==> config.mk <==
export PLATFORM = sky130hd
export DESIGN_NAME = demux_1x2_8bit_stream
export DESIGN_NICKNAME = d
export VERILOG_FILES = /design/src/rtl/demux_1x2_8bit_stream_pkg.sv /design/src/rtl/demux_1x2_8bit_stream_sync_fifo_reg.sv /design/src/rtl/demux_1x2_8bit_stream.sv
export SDC_FILE = /design/constraint.sdc
export NUM_CORES = 1
export LEC_CHECK = 0
export CAP_MARGIN = 20
export CORE_AREA = 2 2 65 67
export DETAILED_ROUTE_END_ITERATION = 7
export DIE_AREA = 0 0 67 69
export PLACE_DENSITY_LB_ADDON = 0.25
export SLEW_MARGIN = 40
export SYNTH_ARGS = -nofsm -noshare
export SYNTH_HDL_FRONTEND = slang
export SYNTH_SLANG_ARGS = --single-unit
==> constraint.sdc <==
create_clock -name clk -period 2.65 [get_ports clk]
set_input_delay 0.3975 -clock clk [delete_from_list [all_inputs] [get_ports clk]]
set_output_delay 0.3975 -clock clk [all_outputs]
set_load 0.005 [all_outputs]
==> src/rtl/demux_1x2_8bit_stream_pkg.sv <==
// Shared constants and helpers for the 1-to-2 stream demultiplexer.
package demux_pkg;

  localparam int DEFAULT_WIDTH = 8;
  localparam int DEFAULT_DEPTH = 2;
  localparam int PTR_W         = $clog2(DEFAULT_DEPTH);

  localparam logic SEL_OUT1 = 1'b0;
  localparam logic SEL_OUT2 = 1'b1;

  // Occupancy class of an output FIFO, derived purely from its count.
  typedef enum logic [1:0] {
    FIFO_EMPTY   = 2'd0,
    FIFO_PARTIAL = 2'd1,
    FIFO_FULL    = 2'd2
  } fifo_state_e;

  function automatic fifo_state_e fifo_state(input int count, input int depth);
    if (count == 0) begin
      return FIFO_EMPTY;
    end else if (count >= depth) begin
      return FIFO_FULL;
    end else begin
      return FIFO_PARTIAL;
    end
  endfunction

endpackage

==> src/rtl/demux_1x2_8bit_stream_sync_fifo_reg.sv <==
// Small register-based synchronous FIFO: one output queue of the demux.
// DEPTH must be a power of two (>= 2) so the pointers wrap on their own;
// a separate count register tells full from empty.
module sync_fifo_reg
  import demux_pkg::*;
#(
  parameter int WIDTH = DEFAULT_WIDTH,
  parameter int DEPTH = DEFAULT_DEPTH
) (
  input  logic                     clk,
  input  logic                     rst_n,
  input  logic                     push,
  input  logic [WIDTH-1:0]         wdata,
  input  logic                     pop,
  output logic [WIDTH-1:0]         rdata,
  output logic                     valid,
  output logic                     full,
  output logic [$clog2(DEPTH):0]   count
);

  localparam int PTR_BITS = $clog2(DEPTH);
  localparam logic [PTR_BITS-1:0] PTR_ONE = 1;
  localparam logic [PTR_BITS:0]   CNT_ONE = 1;

  logic [WIDTH-1:0]    mem_q [DEPTH];
  logic [PTR_BITS-1:0] wr_ptr_q, wr_ptr_d;
  logic [PTR_BITS-1:0] rd_ptr_q, rd_ptr_d;
  logic [PTR_BITS:0]   count_q, count_d;
  fifo_state_e         state;

  assign state = fifo_state(32'(count_q), DEPTH);
  assign valid = (state != FIFO_EMPTY);
  assign full  = (state == FIFO_FULL);
  assign count = count_q;
  assign rdata = mem_q[rd_ptr_q];

  // Next pointers and occupancy; a simultaneous push and pop leaves count alone.
  always_comb begin
    wr_ptr_d = wr_ptr_q;
    rd_ptr_d = rd_ptr_q;
    count_d  = count_q;
    if (push) begin
      wr_ptr_d = wr_ptr_q + PTR_ONE;
    end
    if (pop) begin
      rd_ptr_d = rd_ptr_q + PTR_ONE;
    end
    case ({push, pop})
      2'b10:   count_d = count_q + CNT_ONE;
      2'b01:   count_d = count_q - CNT_ONE;
      default: count_d = count_q;
    endcase
  end

  // Pointer and count registers.
  always_ff @(posedge clk or negedge rst_n) begin
    if (!rst_n) begin
      wr_ptr_q <= '0;
      rd_ptr_q <= '0;
      count_q  <= '0;
    end else begin
      wr_ptr_q <= wr_ptr_d;
      rd_ptr_q <= rd_ptr_d;
      count_q  <= count_d;
    end
  end

  // Storage; cleared on reset so the head word reads 0 until the first write.
  always_ff @(posedge clk or negedge rst_n) begin
    if (!rst_n) begin
      for (int i = 0; i < DEPTH; i++) begin
        mem_q[i] <= '0;
      end
    end else if (push) begin
      mem_q[wr_ptr_q] <= wdata;
    end
  end

endmodule

==> src/rtl/demux_1x2_8bit_stream.sv <==
// Registered 1-to-2 stream demultiplexer. Each destination has its own
// FIFO so a stalled consumer never blocks words queued for the other one.
// inp_ready depends combinationally on the selected outk_ready: a full
// FIFO that is being drained this cycle can still take a new word.
module demux_1x2_8bit_stream
  import demux_pkg::*;
#(
  parameter int WIDTH = DEFAULT_WIDTH,
  parameter int DEPTH = DEFAULT_DEPTH
) (
  input  logic                   clk,
  input  logic                   rst_n,
  input  logic [WIDTH-1:0]       inp,
  input  logic                   inp_valid,
  output logic                   inp_ready,
  input  logic                   sel,
  output logic [WIDTH-1:0]       out1,
  output logic                   out1_valid,
  input  logic                   out1_ready,
  output logic [WIDTH-1:0]       out2,
  output logic                   out2_valid,
  input  logic                   out2_ready,
  output logic [$clog2(DEPTH):0] count1,
  output logic [$clog2(DEPTH):0] count2
);

  localparam int CNT_W = $clog2(DEPTH) + 1;

  logic [1:0]       push;
  logic [1:0]       pop;
  logic [1:0]       valid;
  logic [1:0]       full;
  logic [1:0]       out_ready;
  logic [WIDTH-1:0] rdata [2];
  logic [CNT_W-1:0] cnt   [2];
  logic             accept;

  assign out_ready = {out2_ready, out1_ready};
  assign pop       = valid & out_ready;

  // Only the destination FIFO's state gates the input.
  assign inp_ready = (sel == SEL_OUT2) ? (!full[1] || pop[1])
                                       : (!full[0] || pop[0]);
  assign accept    = inp_valid && inp_ready;

  assign push[0] = accept && (sel == SEL_OUT1);
  assign push[1] = accept && (sel == SEL_OUT2);

  for (genvar k = 0; k < 2; k++) begin : g_out
    sync_fifo_reg #(
      .WIDTH (WIDTH),
      .DEPTH (DEPTH)
    ) u_fifo (
      .clk   (clk),
      .rst_n (rst_n),
      .push  (push[k]),
      .wdata (inp),
      .pop   (pop[k]),
      .rdata (rdata[k]),
      .valid (valid[k]),
      .full  (full[k]),
      .count (cnt[k])
    );
  end

  assign out1       = rdata[0];
  assign out2       = rdata[1];
  assign out1_valid = valid[0];
  assign out2_valid = valid[1];
  assign count1     = cnt[0];
  assign count2     = cnt[1];

endmodule
==> results.toml, run 1 <==
[outcome]
status = "finished, final reports clean"

[floorplanning]
io_pins = 37
die-area_um2 = 4623
die_h_um = 69
start_util_pct = 47.09
core_um2 = 3914
die_w_um = 67
num_rows = 23

[setup_path]
cp.depth = 2
cp_max_fo = 9
critPathBufInv = 1
cp.required_ns = 2.25
r2r-end = "g_out[0].u_fifo.mem_q[0]"
start_kind = "flop"
worst_r2r_path_depth = 3
cp_slowest_cell = "dfrtp_1"
crit_chain = "mux2_2 > clkdlybuf4s50_1"
cpPeakStageDelay_ns = 0.64
cpLargestDelayFamily = "flip-flops"
crit_path_end_kind = "output port"
arrival_ns = 1.77
crit_type = "flop to output port"
rr_startpoint = "g_out[0].u_fifo.count[1]"
rrSetupSlack_ns = 0.95

[synthesis]
syn_nets = 139
synth.area.top_cells = "dfrtp_1, mux2_2, mux2_4"
synth_top_area_share_pct = 54.31
synth_cell_types = 22
syn-mean-instance-area_um2 = 14.98
synth_top_area_cell = "dfrtp_1"
syn_inst = 123
synth_seq_cells = 40
yosysSeqAreaShare_pct = 54.31
yosysWarningCount = 0
netlist_area_um2 = 1843

[clocking]
cts_max_level = 2
clkSinkCount = 40
cts_buffer_depth = 2
cts_setup_buffers = 0
holdBufCountCts = 0
path_clk_slew_ns = 0.07
cts_resized = 0
clk_latency_ns = 0.28
clockRootBuffer = "clkbuf_8"
numCtsBuffers = 5
cts_tree = "yes"

[power]
p_switching_w = 0.0008205
p_per_area_nw_per_um2 = 1240
peakVddDrop_uv = 546.6
internal_power_w = 0.002091
comb_power_share_pct = 45.0
swShare_pct = 28.18
clock_power_share_pct = 14.9
leakage_nw = 1.004
pwr-share-seq_pct = 40.1

[placement]
dp_worst_setup_slack_ns = 0.4472
port-buffer-count = 36
place_congestion = 0.6762
dpl.hpwl_mm = 2.412
placed_area_um2 = 2252

[timing]
final.period_utilization_pct = 81.95
worst_pin_slew_ns = 0.5846
slew_viol_final = 0
fmax_mhz = 460.5
timing.final.crit_period_ns = 2.172
rsz0062_at_grt = "false"
skew_ns = 0.002521
fin_tns_setup_ns = 0
final-setup-viol-count = 0
max_slew_margin_pct = 60.91
hold_viol_final = 0
worst_slack_ns = 0.4784

[finish]
fillCellCount = 328
nets = 180
final_cell_mix = "mux2_2, dfrtp_1, clkdlybuf4s50_1"
layout-drive-gt1-share_pct = 38.41
final_area_um2 = 2349
antenna_cells = 0
area_growth_pct = 27.43

[global_routing]
grt.overflow.total = 0
grtUsageTotal_pct = 16.01
grt_pass1_wl_mm = 5.533
grt_max_degree = 41
grt_antenna_before_repair = 0
first_global_vias = 1114

[drt]
first_pass_iters = 3
detail_route.iter0.violations = 27
highest_layer = "met4"
routed_wirelength_mm = 3.486
wire_per_inst_um = 16.29
route.met3.wl_um = 172
vias_per_cell = 5.112
dr_wl_met2_mm = 1.665
route.antenna.remaining_nets = 0
drc_errors = 0
vias = 1094
met1_length_mm = 1.623

[worst_hold_path]
hold_path_class = "input pin to asynchronous set/reset pin"

[run]
cap_violations = 0
-- worst max path at each step --
stage	from	end	slack, ns
finish	g_out[1].u_fifo.rd_ptr_q	out2[4]	0.48
global route	g_out[1].u_fifo.rd_ptr_q	out2[6]	0.39
CTS	g_out[1].u_fifo.rd_ptr_q	out2[4]	0.45
detailed placement	out1_ready	g_out[0].u_fifo.mem_q[3]	0.45
global placement	out1_ready	g_out[0].u_fifo.mem_q[0]	0.49
floorplan	g_out[0].u_fifo.count[0]	g_out[0].u_fifo.count[1]	1.09
-- registers in the layout, summed over array words and instances, names as in the netlist --
name                   flops
g_out.u_fifo.mem_q        32
g_out.u_fifo.count         4
g_out.u_fifo.wr_ptr_q      2
g_out.u_fifo.rd_ptr_q      2
-- Yosys cell counts, drive strengths merged --
master and n:
clkbuf 2, and2b 1, a21oi 1, nor2b 1, nand2b 4, xor2 4
or2 2, buf 1, nor3 2, ha 2, dfrtp 40, nand2 1
mux2 48, or3b 1, xnor2 6, and2 2, nand4 1, nand3 1
nor2 3
-- layout make-up --
class                   instances  area (µm²)  share of cell area [%]
clock buffers                   7       96.34                   4.102
multi-input cells              80       823.3                   35.06
flip-flops and latches         40        1001                   42.62
well taps                      50       62.56                   2.664
repair buffers                 37       365.4                   15.56
-- routing by layer --
metal / vias to the layer above / GRT usage, %
met5: - / 0
met4: 0 / 3.401
met3: 2 / 5.220
met2: 27 / 24.31
met1: 554 / 22.40
li1: 511 / -
-- power groups by stage --
stage          Combinational [W]  Clock [W]  Sequential [W]
3_3_place_gp             0.00129          0         0.00116
2_1_floorplan           0.000780          0         0.00107
3_5_place_dp             0.00132          0         0.00118
4_1_cts                  0.00133   0.000444         0.00117
5_1_grt                  0.00141   0.000476         0.00121
6_report                 0.00131   0.000434         0.00117
-- kinds of logic after synthesis --
group	after synthesis	share of synthesized area (%)
flip-flops	40	54.31
XOR/XNOR	10	4.752
adder cells (fa/ha/maj)	2	1.358
buffers and inverters	3	1.018
multiplexers	48	30.96
AND/OR/NAND/NOR	19	7.332
AO/OA/AOI/OAI	1	0.2713
-- worst reg2reg max path: stages, from the launching register on --
cell and delay (ns):
dfrtp_1 0.42, and2b_4 0.19, or3b_1 0.60, mux2_4 0.38
-- per-stage QoR --
step / utilization (%) / std cells / hold WS [ns] / total power [W]
after global placement: 57.48 / 207 / 0.4827 / 0.002445
after CTS: 60.01 / 214 / 0.08904 / 0.002950
after global routing: 60.01 / 214 / 0.1026 / 0.003091
after detailed placement: 57.54 / 207 / 0.4033 / 0.002505
final: 60.01 / 214 / 0.07435 / 0.002911
after floorplan: - / 123 / 0.1019 / 0.001851
Note: power is estimated with default switching activity, not from simulation.
==> run 2: changes to the inputs <==
Clock period 2.65 ns to 2.3 ns, I/O delays scaled along.
==> results.toml, run 2 (synthesized netlist as in run 1, its figures left out) <==
[clocking]
numCtsBuffers = 5
cts_buffer_depth = 2
clockRootBuffer = "clkbuf_8"
cts_resized = 0
holdBufCountCts = 0
clk_latency_ns = 0.29
cts_setup_buffers = 0
clkSinkCount = 40
cts_max_level = 2
path_clk_slew_ns = 0.08
cts_tree = "yes"

[finish]
fin_util_pct = 60.17
nets = 182
final_cell_mix = "mux2_2, dfrtp_1, clkdlybuf4s50_1"
antenna_cells = 0
largest_reg_flops = 32
layout-drive-gt1-share_pct = 39.52
area_growth_pct = 27.77
top_register = "g_out.u_fifo.mem_q"

[setup_path]
cp_slowest_cell = "dfrtp_1"
r2r-end = "g_out[0].u_fifo.mem_q[4]"
critPathBufInv = 1
rrSetupSlack_ns = 0.57
crit_path_end_kind = "output port"
start_kind = "flop"
cp.depth = 2
worst_r2r_path_depth = 3
cpLargestDelayFamily = "flip-flops"
arrival_ns = 1.79
cpPeakStageDelay_ns = 0.65
cp_max_fo = 9
crit_type = "flop to output port"
cp.required_ns = 1.96
crit_chain = "mux2_2 > clkdlybuf4s50_1"
rr_startpoint = "g_out[0].u_fifo.count[1]"

[floorplanning]
num_rows = 23
die_w_um = 67
start_util_pct = 47.09
die-area_um2 = 4623
io_pins = 37
die_h_um = 69
core_um2 = 3914

[timing]
rsz0062_at_grt = "false"
hold_viol_final = 0
fin_tns_setup_ns = 0
final.period_utilization_pct = 92.95
timing.final.crit_period_ns = 2.138
fmax_mhz = 467.8
final-setup-viol-count = 0
slew_viol_final = 0
skew_ns = 0.003516
worst_pin_slew_ns = 0.6021
max_slew_margin_pct = 59.74

[worst_hold_path]
hold_path_class = "input pin to asynchronous set/reset pin"

[global_routing]
met2_usage_pct = 27.39
grt_max_degree = 41
met3_usage_pct = 5.220
grtUsageTotal_pct = 17.42
top_usage_layer = "met2"
first_global_vias = 1175
grt.overflow.total = 0
use_met1_pct = 23.23
grt_pass1_wl_mm = 5.906
grt_antenna_before_repair = 0

[drt]
wire_per_inst_um = 16.55
route.antenna.remaining_nets = 0
drc_errors = 0
detail_route.iter0.violations = 28
routed_wirelength_mm = 3.592
first_pass_iters = 2
vias = 1100
vias_per_cell = 5.069

[placement]
dpl.hpwl_mm = 2.457
place_congestion = 0.6821
port-buffer-count = 36

[power]
p_per_area_nw_per_um2 = 1417
leakage_nw = 1.012
peakVddDrop_uv = 668.6

[outcome]
status = "finished, final reports clean"

[run]
cap_violations = 0
## run 2: area by class of cell
class / count / area [µm²]
flip-flops and latches: 40 / 1001
multi-input cells: 80 / 823.3
fillers: 314 / 1559
repair buffers: 39 / 380.4
clock inverters: 3 / 18.77
well taps: 50 / 62.56
clock buffers: 5 / 68.82
## run 2: worst max path at each step
stage / from / to / slack (ns)
after CTS: g_out[1].u_fifo.rd_ptr_q / out2[1] / 0.12
final: g_out[1].u_fifo.rd_ptr_q / out2[1] / 0.16
after global placement: out1_ready / g_out[0].u_fifo.mem_q[0] / 0.19
after floorplan: g_out[0].u_fifo.count[0] / g_out[0].u_fifo.count[1] / 0.74
after global routing: g_out[1].u_fifo.rd_ptr_q / out2[4] / 0.09
after detailed placement: out1_ready / g_out[0].u_fifo.mem_q[4] / 0.15
## run 2: metrics by stage
step                cell area (µm²)  std cells  setup slack (ns)  power, W  hold WS [ns]
floorplan                      1843        123            0.7427  0.002133       0.04941
global placement               2265        209            0.1896  0.002829        0.4821
detailed placement             2267        209            0.1458  0.002902        0.3508
CTS                            2355        217            0.1210  0.003377       0.03567
global route                   2355        217           0.09273  0.003562       0.04933
finish                         2355        217            0.1622  0.003337       0.01679
## run 2: worst register-to-register path: stages, from the launching register on
cell and delay, ns:
dfrtp_1 0.43, and2b_4 0.19, or3b_1 0.61, mux2_4 0.39
## run 2: where the power goes
group	switching (W)	leakage [nW]	internal (W)
sequential	0.000290	0.474	0.00107
clock	0.000248	0.0479	0.000211
combinational	0.000440	0.491	0.00108
## run 2: per-layer routing
metal / vias up / share of wire [%] / wire (µm)
met3: 5 / 5.0 / 180
met5: - / 0 / 0
met1: 552 / 45 / 1622
met4: 0 / 1.3 / 46
met2: 27 / 49 / 1743
li1: 516 / - / -
==> run 3: changes to the inputs <==
Settings changed: CORE_AREA 2 2 65 67 to 2 2 67 69, DIE_AREA 0 0 67 69 to 0 0 69 71.
Clock period 2.3 ns to 1.9 ns, I/O delays scaled along.
==> results.toml, run 3 (synthesized netlist as in run 1, its figures left out) <==
[outcome]
status = "finished, final reports clean"

[floorplanning]
num_rows = 24
core_um2 = 4204
die-area_um2 = 4899
die_w_um = 69
start_util_pct = 43.84
io_pins = 37
die_h_um = 71

[drt]
route.antenna.remaining_nets = 0
first_pass_iters = 4
vias_per_cell = 5.017
wire_per_inst_um = 16.03
vias = 1169
detail_route.iter0.violations = 30
drc_errors = 0
routed_wirelength_mm = 3.735

[setup_path]
cpLargestDelayFamily = "buffers and inverters"
cp_max_fo = 4
cpPeakStageDelay_ns = 0.44
crit_path_end_kind = "output port"
crit_chain = "buf_4 > mux2_2 > clkdlybuf4s50_1"
cp_slowest_cell = "clkdlybuf4s50_1"
crit_type = "flop to output port"
start_kind = "flop"
critPathBufInv = 2
cp.required_ns = 1.62
arrival_ns = 1.57

[timing]
final.period_utilization_pct = 97.81
fmax_mhz = 538.1
worst_pin_slew_ns = 0.4971
rsz0062_at_grt = "false"
final-setup-viol-count = 0
fin_tns_setup_ns = 0
timing.final.crit_period_ns = 1.858
skew_ns = 0.006776
hold_ws_ns = 0.04133
max_slew_margin_pct = 66.86
worst_slack_ns = 0.04158
slew_viol_final = 0
hold_viol_final = 0

[placement]
place_congestion = 0.7263
port-buffer-count = 36
dpl.hpwl_mm = 2.629
dp_worst_setup_slack_ns = -0.06208
placed_area_um2 = 2312

[finish]
final_common_cell = "mux2_2"
nets = 196
layout-drive-gt1-share_pct = 45.30
top_register = "g_out.u_fifo.mem_q"
largest_reg_flops = 32
final_area_um2 = 2515
area_growth_pct = 36.46
final_cell_mix = "mux2_2, dfrtp_1, clkdlybuf4s50_1"
antenna_cells = 0

[worst_hold_path]
hold_path_class = "input pin to asynchronous set/reset pin"

[power]
leakage_nw = 1.205
swShare_pct = 28.64
p_per_area_nw_per_um2 = 1663
peakVddDrop_uv = 758.4
internal_power_w = 0.002984
p_switching_w = 0.001198
clock_power_share_pct = 13.8
comb_power_share_pct = 48.6
pwr-share-seq_pct = 37.6

[clocking]
cts_buffer_depth = 2
path_clk_slew_ns = 0.07
numCtsBuffers = 5
cts_tree = "yes"
clockRootBuffer = "clkbuf_8"
clk_latency_ns = 0.29
clkSinkCount = 40
cts_max_level = 2

[global_routing]
grt_antenna_before_repair = 0
grt_pass1_wl_mm = 6.279
grtUsageTotal_pct = 16.83
grt.overflow.total = 0
first_global_vias = 1288
grt_max_degree = 41

[run]
cap_violations = 0
==> run 3: cell types whose count changed in the layout (fill, tap and decap cells not counted), sizes merged <==
| cell | delta |
|---|---|
| dlymetal6s2s | +13 |
| clkinvlp | +1 |
| buf | +14 |
| clkinv | -3 |
| clkdlybuf4s50 | -13 |
| clkbuf | +2 |
==> run 3: worst paths after layout <==
kind	start	endpoint	slack, ns	cells past startpoint
worst min register to register	g_out[1].u_fifo.mem_q[7]	g_out[1].u_fifo.mem_q[7]	0.50	1
max in group asynchronous	rst_n	g_out[1].u_fifo.rd_ptr_q	1.49	2
worst max-delay path	g_out[0].u_fifo.rd_ptr_q	out1[1]	0.04	3
worst min-delay path	rst_n	g_out[0].u_fifo.mem_q[1]	0.04	2
min in group clk	g_out[1].u_fifo.mem_q[7]	g_out[1].u_fifo.mem_q[7]	0.50	1
worst max register to register	g_out[1].u_fifo.count[1]	g_out[1].u_fifo.count[1]	0.25	5
==> run 3: final cells by class <==
| type | count | area [µm²] |
|---|---|---|
| multi-input combinational | 80 | 825.8 |
| sequential | 40 | 1003 |
| clock buffer | 7 | 86.33 |
| clock inverter | 1 | 7.507 |
| timing repair buffer | 53 | 526.8 |
| tap | 52 | 65.06 |
| fill | 340 | 1689 |
==> run 3: metal layers <==
metal  global-route usage [%]  part of all wire (%)  vias to the layer above  wire (µm)
li1                         -                     -                      542          -
met1                    20.69                    44                      589       1654
met2                    27.78                    49                       30       1847
met3                    3.704                   3.9                        8        147
met4                    9.150                   2.3                        0         85
met5                        0                     0                        -          0
==> run 3: power by group through the flow <==
stage,Combinational (W),Clock [W],Sequential [W]
floorplan,0.00109,0,0.00149
global placement,0.00183,0,0.00162
detailed placement,0.00189,0,0.00166
CTS,0.00209,0.000595,0.00156
global route,0.00219,0.000626,0.00164
finish,0.00203,0.000577,0.00157
==> run 3: per-stage QoR <==
| step | power (W) | std cells | util (%) |
|---|---|---|---|
| 2_1_floorplan | 0.002582 | 123 | - |
| 3_3_place_gp | 0.003442 | 217 | 55.00 |
| 3_5_place_dp | 0.003542 | 217 | 55.00 |
| 4_1_cts | 0.004243 | 231 | 58.36 |
| 5_1_grt | 0.004456 | 233 | 59.82 |
| 6_report | 0.004181 | 233 | 59.82 |
==> run 3: worst register-to-register path, cell delays in order, from the launching register on <==
cell,delay [ns]
dfrtp_1,0.42
or2_2,0.32
and2_1,0.19
ha_1,0.34
nor2_1,0.14
xor2_1,0.16
==> run 3: what timing repair did <==
item	CTS	global route
setup endpoints to repair	17	17
resized for setup	5	17
hold buffers	0	0
setup buffers	6	2
cloned	0	0
==> patch 1: new RTL, flow settings as in run 2 <==
The package constant `DEFAULT_DEPTH` goes from 2 to 1.
--- a/src/rtl/demux_1x2_8bit_stream_pkg.sv
+++ b/src/rtl/demux_1x2_8bit_stream_pkg.sv
@@ -3,5 +3,5 @@
 
   localparam int DEFAULT_WIDTH = 8;
-  localparam int DEFAULT_DEPTH = 2;
+  localparam int DEFAULT_DEPTH = 1;
   localparam int PTR_W         = $clog2(DEFAULT_DEPTH);
 
Ports: changed (resized count1 and count2); port bits go from 37 to 35. The function was not compared with the original's and may differ.
==> patch 1 against run 2 <==
- clock power down 23%
- clock skew decreased by 0.0017 ns
- total power down 51%
- sequential cell count decreased by 18
- combinational power down 59%
- area after synthesis down 49%
- core utilization fell by 24 points
- wire length down 48%
- non-clock buffer count decreased by 4
- final area fell by 41%
- critical path type is now primary input to primary output
- setup slack improved by 0.090 ns
==> patch 1: results (changes against run 2) <==
R2R Path Start=g_out[0].u_fifo.count; worst setup path start=out1_ready; switch share=24.5% (-4.8 points); Clock transition at path regs=0.08 ns (about the same); Num CTS Buffers=3 (-2); Plain + repair buffers=35 (-10%); Final clock-cell share=5.10% (+1.4 points); Setup Fix Bufs, Post-CTS=0 (unchanged); post-synthesis async set-or-reset flop share=100% (unchanged); Worst Clk Skew=0.00178 ns (-0.00174 ns); Total GRT Usage=9.14% (-8.3 points); drt first pass iters=2 (unchanged); multi-input logic portion of the cell area=24.8% (-10 points); outcome=completed; global-route wire length before repair=3190 um (-46%); Max VDD drop=0.000403 V (-40%); CLK BUF=3 (-2); FILL cells=397 (+26%); Distinct cells, synth=17 (-23%); most frequent cells after synthesis=dfrtp_1, mux2_2, inv_1; Synth Net Count=82 (-41%); via count=610 (-45%); crit path DAT=1.70 ns (-0.09 ns); share of post-route cells with drive strength above 1=26.2% (-13 points); Wirelength per Cell=12.1 um (-27%); syn avg cell area=14.1 sq um (-5.9%); Layout area overhead=50.1%; max reg flops=16 (-50%); largest net degree at the start of global routing=23 (-44%); Logic pwr share=38.3% (-7.3 points); Non-clock buffer share=24.9% (+8.7 points); routed vias/inst=3.99 (-21%); crit-path max FO=4 (-5); Seq. cell area=551 sq um (-45%); sequential cell power=0.654 mW (-52%); crit path capture=inp_ready; post-synthesis sequential area ratio=59.1% (+4.8 points); Placement Cell Area=1330 sq um (-42%); Hold Path Class=primary input to async pin; worst relative slew slack=80.8% (+21 points); FF-to-FF setup slack=0.97 ns (+0.40 ns); Iter 0 DRT Violations=17 (-39%); LEAKAGE=0.596 nW (-41%); reg2reg end=g_out[0].u_fifo.mem_q[2]; vias in the first global route=675 (-43%); nets=120 (-34%); HPWL after detailed placement=1400 um (-43%); Chip Width=67 um (unchanged); IO buf count=34 (-5.6%); clock latency on the worst-skew pair=0.26 ns (-0.03 ns); multi-input gates=37 (-54%); number of synthesized register bits=22 (-45%); routability cong.=0.744 (+9.0%); Non-clk invs=5 (+5); Inst Count DP=149 (-29%); grt total ovfl=0 (unchanged); H-tree depth=1 (-1); Synth area leaders=dfrtp_1, mux2_2, nand3_4, ha_1, inv_1
==> patch 1: kinds of logic after synthesis <==
| logic type | synth area share, % |
|---|---|
| XOR/XNOR | 1.88 |
| adder cells (fa/ha/maj) | 2.69 |
| AO/OA/AOI/OAI | 1.61 |
| AND/OR/NAND/NOR | 10.5 |
| multiplexers | 20.6 |
| flip-flops | 59.1 |
| buffers and inverters | 3.63 |
==> patch 1: metal layers <==
metal | wire [um] | up-vias | track usage [%]
met1 | 699 | 307 | 9.83
met2 | 1070 | 11 | 16.3
met3 | 76 | 2 | 2.28
met4 | 14 | 0 | 4.08
li1 | - | 290 | -
met5 | 0 | - | 0
==> patch 1: worst max-delay path: stages <==
cell,delay (ns)
clkdlybuf4s50_1,0.39
or2b_2,0.34
nor2_1,0.12
a21oi_1,0.06
clkdlybuf4s50_1,0.45
==> patch 1: how the worst min path moves through the flow <==
| stage | start | endpoint | slack, ns | cells after the start |
|---|---|---|---|---|
| global placement | g_out[0].u_fifo.wr_ptr_q[0] | g_out[0].u_fifo.wr_ptr_q[0] | 0.46 | 1 |
| detailed placement | g_out[0].u_fifo.wr_ptr_q[0] | g_out[0].u_fifo.wr_ptr_q[0] | 0.48 | 1 |
| finish | rst_n | g_out[1].u_fifo.wr_ptr_q[-1] | 0.43 | 2 |
| global route | rst_n | g_out[1].u_fifo.mem_q[2] | 0.45 | 2 |
| CTS | rst_n | g_out[1].u_fifo.mem_q[2] | 0.43 | 2 |
| floorplan | rst_n | g_out[0].u_fifo.count | 0.05 | 0 |
==> patch 1: metrics by stage <==
stage	total power, mW	util (%)	setup slack [ns]
floorplan	0.920	-	1.02
CTS	1.67	35.7	0.247
global route	1.75	35.7	0.187
detailed placement	1.30	33.9	0.245
global placement	1.28	33.9	0.298
finish	1.64	35.7	0.252
==> patch 2: new RTL, config.mk and constraints of run 2 <==
Made on the original files. Put a register stage on the output `count2`. The value now appears one clock later. The other outputs are not delayed to match.
--- a/src/rtl/demux_1x2_8bit_stream.sv
+++ b/src/rtl/demux_1x2_8bit_stream.sv
@@ -69,5 +69,7 @@
   assign out2_valid = valid[1];
   assign count1     = cnt[0];
-  assign count2     = cnt[1];
+  always_ff @(posedge clk) begin
+      count2 <= cnt[1];
+  end
 
 endmodule
Check against the original RTL: not equivalent (a bounded check fails within 4 cycles, from zero or initial values and one cycle with rst_n low).
==> patch 2 against run 2 <==
- area after synthesis up 1.4%
- highest routed layer unchanged
- wire length is 4.4% lower
- first-iteration DRC count shrank 14%
- final area rose by 1.4%
- setup slack improved by 0.012 ns
- hold slack gained 0.45 ns
- combinational power shrank 3%
- fmax grew 0.58%
- count of clock-buffer cells in the layout grew 1
- critical endpoint is now out2[7]
- total power is 0.37% higher
- sequential cell count up 2
==> patch 2: results (changes against run 2) <==
nets=183 (+0.55%); global-route wire length before repair=5820 um (-1.5%); Iter 0 DRT Violations=24 (-14%); Diodes inserted=0 (unchanged); IO buf count=36 (unchanged); initial antenna violation count=0 (unchanged); max reg flops=32 (unchanged); Clock transition at path regs=0.09 ns; Hold-fix buffers, CTS=1 (+1); CTS root buffer=clkbuf_8; largest net degree at the start of global routing=27 (-34%); cell family with most CP delay=flip-flops; reg2reg end=g_out[1].u_fifo.count[1]; clock latency on the worst-skew pair=0.29 ns (about the same); Hold Path Class=register to register; routed wl met3=159 um (-12%); GRT met3 Usage=4.24% (-0.98 points); final wirelength=3440 um (-4.4%); GR Layer Usage met1=21.0% (-2.3 points); drt first pass iters=2 (unchanged); largest reg by FF count=g_out.u_fifo.mem_q; via count=1102 (+0.18%); Synth area leaders=dfrtp_1, mux2_2, xnor2_1, dfxtp_1, xor2_1; R2R cell count=6 (+3); Num CTS Buffers=5 (unchanged); Setup Fix Bufs, Post-CTS=0 (unchanged); GR Util met2=29.2% (+1.8 points); Slowest cell on crit path=dfrtp_1; Synth Net Count=142 (+2.2%); FF-to-FF setup slack=0.68 ns (+0.11 ns); H-tree depth=2 (unchanged); Primary FF master, synth=dfrtp_1; vias in the first global route=1192 (+1.4%); Max VDD drop=0.000666 V (-0.43%); outcome=completed; Placement Cell Area=2280 sq um (+0.72%); R2R Path Start=g_out[1].u_fifo.count[1]; crit path capture=out2[7]; routability cong.=0.715 (+4.8%); Worst Clk Skew=0.0130 ns (+0.00949 ns); FILL cells=331 (+5.4%); post-synthesis async set-or-reset flop share=95.2% (-4.8 points); share of post-route cells with drive strength above 1=39.3% (-0.24 points); LEAKAGE=0.994 nW (-1.8%); Crit path largest cell delay=0.63 ns (-0.02 ns); M1 WL=1450 um (-11%); HPWL after detailed placement=2460 um (about the same); Total GRT Usage=17.1% (-0.28 points); actual slew at the worst max-slew pin=0.451 ns (-0.151 ns); post-synthesis sequential area ratio=55.7% (+1.4 points); DP Worst Slack=0.256 ns (+0.110 ns); most frequent cells after synthesis=mux2_2, dfrtp_1, xnor2_1; DRC=0 (unchanged); Final ANT Viol Nets=0 (unchanged); FMAX=471 MHz (+0.58%); Distinct cells, synth=23 (+4.5%); wire length on met2=1780 um (+2.4%); worst setup path start=g_out[1].u_fifo.rd_ptr_q
## patch 2: changes by cell type after synthesis, moves of 2 or more
cell	run 2	this run
buf_4	0	2
dfxtp_1	0	2
mux2_2	40	48
mux2_4	8	0
## patch 2: power by group
part | total [mW] | internal [mW] | switching, mW
clock network | 0.485 | 0.241 | 0.244
logic | 1.47 | 1.04 | 0.430
registers | 1.40 | 1.12 | 0.277
## patch 2: stage by stage
stage                     instances  power, mW
after floorplan                 126       2.16
after global placement          208       2.82
after detailed placement        209       2.90
after CTS                       218       3.40
after global routing            218       3.59
final                           218       3.35
## patch 2: cell families (layout without fill, tap and decap cells)
| logic type | count (synthesis) | in the layout | share of synthesized area (%) |
|---|---|---|---|
| xor+xnor | 10 | 10 | 4.69 |
| buf+inv | 6 | 48 | 2.07 |
| mux | 48 | 48 | 28.9 |
| compound gates | 1 | 1 | 0.267 |
| simple gates | 17 | 17 | 7.03 |
| flops | 42 | 42 | 55.7 |
| fa+ha+maj | 2 | 2 | 1.34 |
## patch 2: cell type report
type	instances	area, sq um	share of cell area (%)
Clock buffer	6	82.6	3.46
Multi-Input combinational cell	78	790	33.1
Timing Repair Buffer	40	400	16.8
Sequential cell	42	1040	43.6
Clock inverter	2	12.5	0.524
Tap cell	50	62.6	2.62
## patch 2: worst min path at each step
stage	from	endpoint	slack (ns)	cells past startpoint
floorplan	rst_n	g_out[0].u_fifo.count[0]	0.05	0
CTS	g_out[1].u_fifo.count[1]	count2[1]	0.47	0
detailed placement	rst_n	g_out[0].u_fifo.mem_q[4]	0.27	1
finish	g_out[1].u_fifo.count[1]	count2[1]	0.46	0
global placement	g_out[1].u_fifo.count[0]	count2[0]	0.44	0
global route	g_out[1].u_fifo.count[1]	count2[1]	0.50	0
